## config.mk

```make
export PLATFORM = sky130hd
export DESIGN_NAME = regfile_writeback_queue
export DESIGN_NICKNAME = d
export VERILOG_FILES = /design/src/rtl/regfile_writeback_queue.sv
export SDC_FILE = /design/constraint.sdc
export NUM_CORES = 1
export LEC_CHECK = 0
export ABC_CLOCK_PERIOD_IN_PS = 2009
export CORE_MARGIN = 10
export CORE_UTILIZATION = 24
export CTS_CLUSTER_DIAMETER = 200
export DETAILED_ROUTE_END_ITERATION = 12
export GPL_TIMING_DRIVEN = 0
export PLACE_DENSITY = 0.46
export SKIP_LAST_GASP = 1
export SYNTH_ARGS = -nofsm -noshare
export SYNTH_HDL_FRONTEND = slang
export SYNTH_SLANG_ARGS = --single-unit
export TNS_END_PERCENT = 30
```

## constraint.sdc

```tcl
create_clock -name clk -period 2.01 [get_ports clk]
set_input_delay 0.3015 -clock clk [delete_from_list [all_inputs] [get_ports clk]]
set_output_delay 0.3015 -clock clk [all_outputs]
set_load 0.02 [all_outputs]
```

## src/rtl/regfile_writeback_queue.sv

```systemverilog
// rtl/regfile_writeback_queue.sv - in-order register-file writeback queue; pending-write bypass built only when WBQ_BYPASS_EN is defined
module regfile_writeback_queue #(
   parameter int DATA_W = 32,
   parameter int ADDR_W = 5,
   parameter int DEPTH  = 4
) (
   input  logic                   clk,
   input  logic                   rst,
   input  logic                   in_valid,
   output logic                   in_ready,
   input  logic [ADDR_W-1:0]      in_rd,
   input  logic [DATA_W-1:0]      in_data,
   input  logic                   wb_hold,
   output logic                   wb_we,
   output logic [ADDR_W-1:0]      wb_addr,
   output logic [DATA_W-1:0]      wb_data,
`ifdef WBQ_BYPASS_EN
   input  logic [ADDR_W-1:0]      lk_rs,
   output logic                   lk_hit,
   output logic [DATA_W-1:0]      lk_data,
`endif
   output logic [$clog2(DEPTH):0] pending
);

   localparam int PTR_W = $clog2(DEPTH);
   localparam int CNT_W = PTR_W + 1;
   localparam logic [CNT_W-1:0] FULL_CNT = CNT_W'(DEPTH);

   // Entry storage: destination register and value, indexed by circular pointer
   logic [ADDR_W-1:0] ent_rd   [DEPTH];
   logic [DATA_W-1:0] ent_data [DEPTH];

   logic [PTR_W-1:0]  head;
   logic [PTR_W-1:0]  tail;
   logic [CNT_W-1:0]  count;

   logic              empty;
   logic              full;
   logic              accept;
   logic              store;
   logic              pop;

   assign empty = (count == '0);
   assign full  = (count == FULL_CNT);

   // A full queue can still accept when the head drains on the same edge
   assign in_ready = !rst && (!full || !wb_hold);

   // Write port is driven whenever something is queued and the port is not borrowed
   assign wb_we    = !empty && !wb_hold && !rst;
   assign wb_addr  = (empty || rst) ? '0 : ent_rd[head];
   assign wb_data  = (empty || rst) ? '0 : ent_data[head];

   // x0 writes complete the handshake but are never stored
   assign accept   = in_valid && in_ready;
   assign store    = accept && (in_rd != '0);
   assign pop      = wb_we;

   assign pending  = count;

   // Pointer and occupancy bookkeeping; reset discards every queued write
   always_ff @(posedge clk or posedge rst) begin
      if (rst) begin
         head  <= '0;
         tail  <= '0;
         count <= '0;
      end else begin
         if (store) begin
            tail <= tail + 1'b1;
         end
         if (pop) begin
            head <= head + 1'b1;
         end
         case ({store, pop})
            2'b10:   count <= count + 1'b1;
            2'b01:   count <= count - 1'b1;
            default: count <= count;
         endcase
      end
   end

   // Entry payload capture at the tail; contents are only meaningful while counted
   always_ff @(posedge clk) begin
      if (store) begin
         ent_rd[tail]   <= in_rd;
         ent_data[tail] <= in_data;
      end
   end

`ifdef WBQ_BYPASS_EN
   logic [PTR_W-1:0] scan_idx;

   // Scan oldest to youngest so a later match overrides an earlier one
   always_comb begin
      lk_hit   = 1'b0;
      lk_data  = '0;
      scan_idx = '0;
      for (int i = 0; i < DEPTH; i++) begin
         scan_idx = head + PTR_W'(i);
         if ((CNT_W'(i) < count) && (lk_rs != '0) && (ent_rd[scan_idx] == lk_rs)) begin
            lk_hit  = 1'b1;
            lk_data = ent_data[scan_idx];
         end
      end
   end
`else
   // No lookup path: decode must stall on source conflicts while pending != 0
`endif

endmodule

```

* Word level (Yosys, flattened, before mapping)
Memory sizes are Yosys's and may differ from the RTL's.
Cells that the tools add are included.
** Operators by class
- Add/sub/neg operators :: 4
- Muxes and demuxes :: 5
- Equal/unequal tests :: 3
- Reductions and logical operators :: 14
** Operators with widths (count)
- $mux 32 :: 1
- $pmux 3 s2 :: 1
- $logic_and 1x1->1 :: 5
- $mux 5 :: 1
- $reduce_bool 5->1 :: 1
- $add 2x1->2 const B :: 2
- $logic_not 1->1 :: 4
- $add 3x1->3 const B :: 1
- $eq 3x3->1 const B :: 1
- $logic_not 3->1 :: 1
- $sub 3x1->3 const B :: 1
- $eq 2x1->1 const B :: 1
- $eq 2x2->1 const B :: 1
- $logic_or 1x1->1 :: 2
- $mux 1 :: 2
- $reduce_bool 2->1 :: 1
** Storage, ports and cells
- Bits in writable memories :: 148
- Output and inout port bits :: 42
- Input port bits :: 41
- Register bits after elaboration :: 7
- Memories :: 2
** Memory list
- ent_data :: words 4, bits a word 32, rd ports 1, clocked after Yosys merged registers in 0, write ports 1, RTL line 31 : logic [DATA_W-1:0] ent_data [DEPTH];
- ent_rd :: words 4, bits a word 5, rd ports 1, clocked after Yosys merged registers in 0, write ports 1, RTL line 30 : logic [ADDR_W-1:0] ent_rd [DEPTH];

* Logic depth before layout (Yosys ltp)
Gate-level depths: netlist of run 1.
- Depth after elaboration :: 8
- Mapped depth :: 10
- Gate-level depth less buffers :: 10

* Worst setup path after synthesis of run 1
No wires, ideal clock.
- Path type :: register -> register
- Start point :: register count[1], in the netlist pending[1]
- End point :: memory ent_data[0][0] (enable)
- Arrival time :: 1975 ps
- Setup time :: 377 ps
- Stages on the path, launching flop included :: 5
- Setup slack :: -342 ps
- Required time :: 1633 ps
- Path through :: dfrtp_1 inv_1 a41oi_1 o211a_4 and2_2
** Between the ends
- Cells in the longest elaborated chain, start to end :: 8
** RTL lines
- start: declaration :: RTL line 35 : logic [CNT_W-1:0] count;
- start signal: assignment :: RTL line 75 : 2'b10: count <= count + 1'b1;
- start signal: assignment :: RTL line 76 : 2'b01: count <= count - 1'b1;
- start signal: assignment :: RTL line 77 : default: count <= count;
- $eq 3x3->1 :: RTL line 44 : assign full = (count == FULL_CNT);
- $logic_not 1->1 :: RTL line 47 : assign in_ready = !rst && (!full || !wb_hold);
- $logic_or 1x1->1 :: RTL line 47
- $logic_and 1x1->1 :: RTL line 47
- net in_ready :: RTL line 10 : output logic in_ready,
- $logic_and 1x1->1 :: RTL line 55 : assign accept = in_valid && in_ready;
- $logic_and 1x1->1 :: RTL line 56 : assign store = accept && (in_rd != '0);
- $mux 1 :: RTL line 84 : if (store) begin
- $mux 1 (implied by the code) :: RTL line 86 : ent_data[tail] <= in_data;
- end: declaration :: RTL line 31
The timed path passes the listed nets, and every way through them passes these cells.

* Worst setup path in the final report of run 1
- Start point :: register head[0]
- End point :: output port wb_data[4]
** Between the ends
- Cells in the longest elaborated chain, start to end :: 2
** RTL lines
- start: declaration :: RTL line 33 : logic [PTR_W-1:0] head;
- start signal: assignment :: RTL line 72 : head <= head + 1'b1;
- $mem_v2 4x32
- $mux 32 :: RTL line 52 : assign wb_data = (empty || rst) ? '0 : ent_data[head];
- end: declaration :: RTL line 16 : output logic [DATA_W-1:0] wb_data,
No other way between the ends.

==> flow_metrics.tcl, run 1 <==
set metrics [dict create \
    layout-drive-gt1-share_pct 43.63 \
    tritoncts "done" \
    avgViaCountPerCell 4.066 \
    startpoint "head[0]" \
    nets 442 \
    portBuffers 82 \
    ys_async_sr_fraction_pct 4.516 \
    p_per_area_nw_per_um2 1353 \
    min_path_type "in -> async" \
    p_seq_share_pct 36.0 \
    drc 0 \
    synthCells 273 \
    ant_nets 0 \
    yosysWarnings 0 \
    p_clk_share_pct 25.1 \
    chipHeight_um 178.5 \
    synth_cell_types 23 \
    path_buf_inv 3 \
    end_kind "output pin" \
    antenna_found_initial 0 \
    syn-num-nets 320 \
    synth_edf_count 148 \
    synth_area_leaders "edfxtp_1 74%, mux4_2 14%, nor2b_1 3.5%, dfrtp_1 2.9%, ha_1 1.0%" \
    max_cap_viol_count 0 \
    synth_ff_type "edfxtp_1" \
    crit_required_ns 1.71 \
    fmax_mhz 450.1 \
    slowest_delay_ns 0.51 \
    drt-total-wl_um 14480 \
    grt_max_degree 38 \
    synth.largest_area_cell "edfxtp_1" \
    setup_viol_count_final 130 \
    cts-htree-levels 4 \
    reg2reg_slack_ns -0.07 \
    swShare_pct 29.69 \
    dr_total_vias 2976 \
    start_util_pct 24.58 \
    worstPathArrival_ns 1.92 \
    grt_usage_pct 9.125 \
    areaGrowthSynthToFinish_pct 39.26 \
    grt_pass1_wl_um 20890 \
    power.leakage_nw 2.883 \
    drv_slew 0 \
    vdd_ir_drop_max_v 0.0006102 \
    die_area_um2 31860 \
    switching_power_mw 3.373 \
    path_class "reg -> out" \
    fp.coreArea_um2 24530 \
    start_kind "register" \
    yosysMostFrequentCell "edfxtp_1" \
    cts_root_buffer "clkbuf_16" \
    p_total_mw 11.36 \
    globalplace.congestion 0.6514 \
    r2r-start "pending[1]" \
    synth_seq_area_share_pct 76.61 \
    insertedDiodeCount 0 \
    cp_common_cell "buf_12" \
    internal_power_mw 7.988 \
    clkTransAtPathRegs_ns 0.06 \
    slowest_stage "mux4_2" \
    drt-pass1-iter-count 4 \
    hold_viol_final 0 \
    wire_per_inst_um 19.78 \
    worst-slew-pin-transition_ns 0.6463 \
    boundaryPins 83 \
    rsz0062_at_grt "yes" \
    clock-sinks 155 \
    die_w_um 178.5 \
    critPathTopFamily "multiplexers" \
    reg2reg_depth 4 \
    fin_skew_ns 0.008267 \
    synth_top_area_share_pct 73.71 \
    fin_crit_sh_pct 110.5 \
    grt_overflow 0 \
    status "finished, violations left" \
    cts_made_buffers 17 \
    layout_setup_ws_ns -0.2117 \
    insertion_delay_ns 0.41 \
    p_comb_share_pct 38.9 \
    synth_common_cells "148 x edfxtp_1, 37 x mux4_2, 34 x nor2b_1" \
    synth_area_per_cell_um2 22.09 \
    relSlewSlack_pct 56.91 \
    clock_path_buffers 2 \
    grt_pass1_vias 3359 \
    worstPathMaxFanout 5 \
    place_ws_ns -1.304 \
    violations "negative setup slack" \
    rows 57 \
    post-route-min-period_ns 2.222 \
    netlist_area_um2 6030 \
    reg2reg_to "ent_data[0][10]" \
    drtIter0Drc 135 \
    place_hpwl_um 8190 \
    synth_seq_cells 155 \
    worstPathCellList "buf_12 -> buf_12 -> mux4_2 -> nor2b_4 -> buf_4" \
]
## per-layer routing
layer  vias to the layer above  part of all wire (%)  track usage (%)
met4                         0                  0.94            2.790
met1                      1565                    45            10.72
li1                       1347                     -                -
met2                        55                    50            15.47
met5                         -                     0                0
met3                         9                   3.8            3.066
## final cells by class
class                      count  area [um2]
timing repair buffer         100        1087
clock buffer                  20       436.7
inverter                       7       30.03
clock inverter                12       91.34
fill                        2383       16140
tap                          324       405.4
buffer                        12       165.2
multi-input combinational    102        1558
sequential                   155        4623
## per-stage QoR
step	hold WS, ns	utilization (%)	cells	setup TNS, ns	instance area [um2]
after floorplan	0.1202	-	273	-0.1830	6065
after global placement	0.5349	29.72	679	-96.20	7291
after detailed placement	0.5500	29.72	679	-100.76	7291
after CTS	0.07071	33.22	728	-23.22	8150
after global routing	0.09786	34.23	732	-25.55	8397
final	0.09118	34.23	732	-10.89	8397
## cell usage in the layout (no fill, tap or decap), types with 6 or more instances in the layout
cell / netlist / routed
buf_12: 0 / 10
buf_4: 2 / 22
buf_6: 0 / 28
clkbuf_16: 0 / 19
clkdlybuf4s50_1: 0 / 38
clkinvlp_4: 0 / 6
dlygate4sd2_1: 0 / 6
edfxtp_1: 148 / 148
mux4_2: 37 / 37
nor2b_1: 34 / 11
nor2b_4: 0 / 22
## worst register-to-register path: stages, from the launching register on
cell and delay [ns]:
dfrtp_1 0.42, inv_1 0.13, a41oi_2 0.26, o211a_4 0.29, and2_4 0.60
## power groups by stage
stage               Clock [mW]  Combinational (mW)  Sequential [mW]
finish                    2.85                4.42             4.09
detailed placement           0                3.45             4.14
CTS                       2.95                4.13             4.10
global route              3.10                4.74             4.12
floorplan                    0                2.09             4.14
global placement             0                3.43             4.12
## how the worst max path moves through the flow
stage,endpoint,depth (start not counted)
finish,wb_data[4],5
global placement,wb_data[25],7
global route,wb_data[7],5
floorplan,pending[2],9
detailed placement,wb_data[25],7
CTS,wb_data[4],5
## sequential cells by signal, indices dropped and copies added, names as in the netlist
| signal | count |
|---|---|
| pending | 3 |
| ent_data | 128 |
| head | 2 |
| ent_rd | 20 |
| tail | 2 |
## kinds of logic after synthesis
| logic type | Yosys count | synth area share [%] |
|---|---|---|
| flip-flops | 155 | 76.61 |
| AND/OR/NAND/NOR | 45 | 4.835 |
| buffers and inverters | 19 | 1.432 |
| XOR/XNOR | 6 | 0.8715 |
| AO/OA/AOI/OAI | 3 | 0.6433 |
| adder cells (fa/ha/maj) | 6 | 1.370 |
| multiplexers | 39 | 14.24 |
## what timing repair did
action,CTS,global route
buffers inserted,14,1
setup endpoints to repair,189,169
resized for setup,246,58
hold buffers,0,0
gates cloned,3,3
pin swaps,7,2
(Power assumes the default switching activity.)
==> run 2, diff against run 1 <==
CORE_ASPECT_RATIO = 2   (was default)
CTS_CLUSTER_SIZE = 25   (was default)
==> run 2 against run 1 <==
Net effect:
- the flow still finishes with violations (negative setup slack)
- design area up 2.3%
- power rose by 3.3%
- sequential share of layout area shrank 1.2 points
==> flow_metrics.tcl, run 2 (synthesis results as in run 1) <==
set metrics [dict create \
    status "finished, violations left" \
    violations "negative setup slack" \
    place_area_um2 7306 \
    cp-endpoint "wb_data[14]" \
    power.leakage_nw 2.988 \
    grt_overflow 0 \
    drt-total-wl_um 14930 \
    post-route-min-period_ns 2.258 \
    drtIter0Drc 83 \
    final_cells 761 \
    dr_total_vias 3050 \
    cts_root_buffer "clkbuf_16" \
    finalInstanceArea_um2 8592 \
    r2r-start "pending[2]" \
    start_kind "register" \
    drt-pass1-iter-count 4 \
    antenna_found_initial 2 \
    fill_cells 2358 \
    worstPathCellList "buf_8 -> buf_12 -> buf_12 -> mux4_2 -> nor2b_1 -> buf_4" \
    mostFrequentLayoutCells "148 x edfxtp_1, 42 x buf_6, 38 x clkdlybuf4s50_1" \
    worstPathArrival_ns 1.96 \
    nets 457 \
    ant_nets 0 \
    rows 82 \
    worst-slew-pin-transition_ns 0.6358 \
    globalplace.congestion 0.7177 \
    worstPathMaxFanout 5 \
    tns_ns -9.629 \
    layout_setup_ws_ns -0.2475 \
    place_hpwl_um 8963 \
    die_w_um 132.1 \
    fin_crit_sh_pct 112.3 \
    end_kind "output pin" \
    cts-htree-levels 4 \
    drc 0 \
    crit_required_ns 1.71 \
    fp.coreArea_um2 24930 \
    path_class "reg -> out" \
    startpoint "head[0]" \
    slowest_delay_ns 0.49 \
    min_path_type "in -> reg" \
    insertion_delay_ns 0.43 \
    clock-sinks 155 \
    reg2reg_to "pending[1]" \
    drv_slew 0 \
    portBuffers 82 \
    die_area_um2 32250 \
    boundaryPins 83 \
    p_per_area_nw_per_um2 1366 \
    avgViaCountPerCell 4.008 \
    relSlewSlack_pct 57.61 \
    fin_skew_ns 0.005198 \
    max_cap_viol_count 0 \
    clock_path_buffers 2 \
    layout-drive-gt1-share_pct 46.10 \
    wire_per_inst_um 19.62 \
    dp.cells 691 \
    fmax_mhz 443.0 \
    final_common_cell "edfxtp_1" \
    reg2reg_slack_ns -0.09 \
    tritoncts "done" \
    grt_max_degree 38 \
    largest_reg_flops 128 \
    areaGrowthSynthToFinish_pct 42.50 \
    grt_pass1_vias 3536 \
    clkTransAtPathRegs_ns 0.06 \
    hold_viol_final 0 \
    chipHeight_um 244.2 \
    slowest_stage "mux4_2" \
    setup_viol_count_final 111 \
    cts_made_buffers 17 \
    reg2reg_depth 9 \
    start_util_pct 24.18 \
    top_register "ent_data" \
    cp_common_cell "buf_12" \
    grt_usage_pct 9.464 \
    vdd_ir_drop_max_v 0.0006079 \
    grt_pass1_wl_um 21970 \
    rsz0062_at_grt "yes" \
]
## run 2: where the power goes
group / total, mW / switching (mW) / internal [mW]
logic: 4.70 / 2.06 / 2.63
registers: 4.09 / 0.130 / 3.96
clock network: 2.96 / 1.17 / 1.79
## run 2: critical path, delay by kind of cell (launching register included)
kind | cells | cell delay (ns)
simple gates | 1 | 0.14
mux | 1 | 0.49
flops | 1 | 0.40
buf+inv | 4 | 0.50
## run 2: worst min-delay path by stage
| stage | cells after the start | from | end |
|---|---|---|---|
| floorplan | 1 | rst | head[0] |
| global placement | 1 | pending[0] | pending[0] |
| detailed placement | 1 | tail[1] | tail[1] |
| CTS | 1 | in_rd[2] | ent_rd[0][2] |
| global route | 1 | in_rd[2] | ent_rd[0][2] |
| finish | 1 | in_rd[2] | ent_rd[0][2] |
## run 2: what timing repair did
action / CTS / global route
cloned: 5 / 1
gates resized for setup: 281 / 54
endpoints found under the setup margin: 189 / 150
buffers inserted: 21 / 10
pin swaps: 9 / 6
hold buffers: 0 / 1
hold endpoints to repair: 0 / 7
## run 2: cell type report
class	instances	area [um2]	area share, %
repair buffers	115	1215	14.14
diodes	2	5.005	0.05825
flip-flops and latches	155	4624	53.82
inverters	7	33.78	0.3932
well taps	336	420.4	4.893
clock inverters	12	105.1	1.223
clock buffers	20	436.7	5.082
multi-input cells	102	1588	18.48
plain buffers	12	163.9	1.908
## run 2: routing by layer
metal	up-vias	share of wire, %	routed length (um)	global-route usage [%]
li1	1371	-	-	-
met1	1605	33	4901	8.332
met2	56	61	9136	18.47
met3	18	3.6	536	2.936
met4	0	2.4	357	4.898
met5	-	0	0	0
## run 2: metrics by stage
step	hold WS [ns]	util (%)	worst slack, ns	power [mW]
2_1_floorplan	0.1202	-	-0.1153	6.232
3_3_place_gp	0.5281	29.30	-1.193	7.536
3_5_place_dp	0.5641	29.30	-1.215	7.597
4_1_cts	0.1871	33.45	-0.3405	11.66
5_1_grt	0.2074	34.46	-0.3398	12.34
6_report	0.2158	34.46	-0.2475	11.74
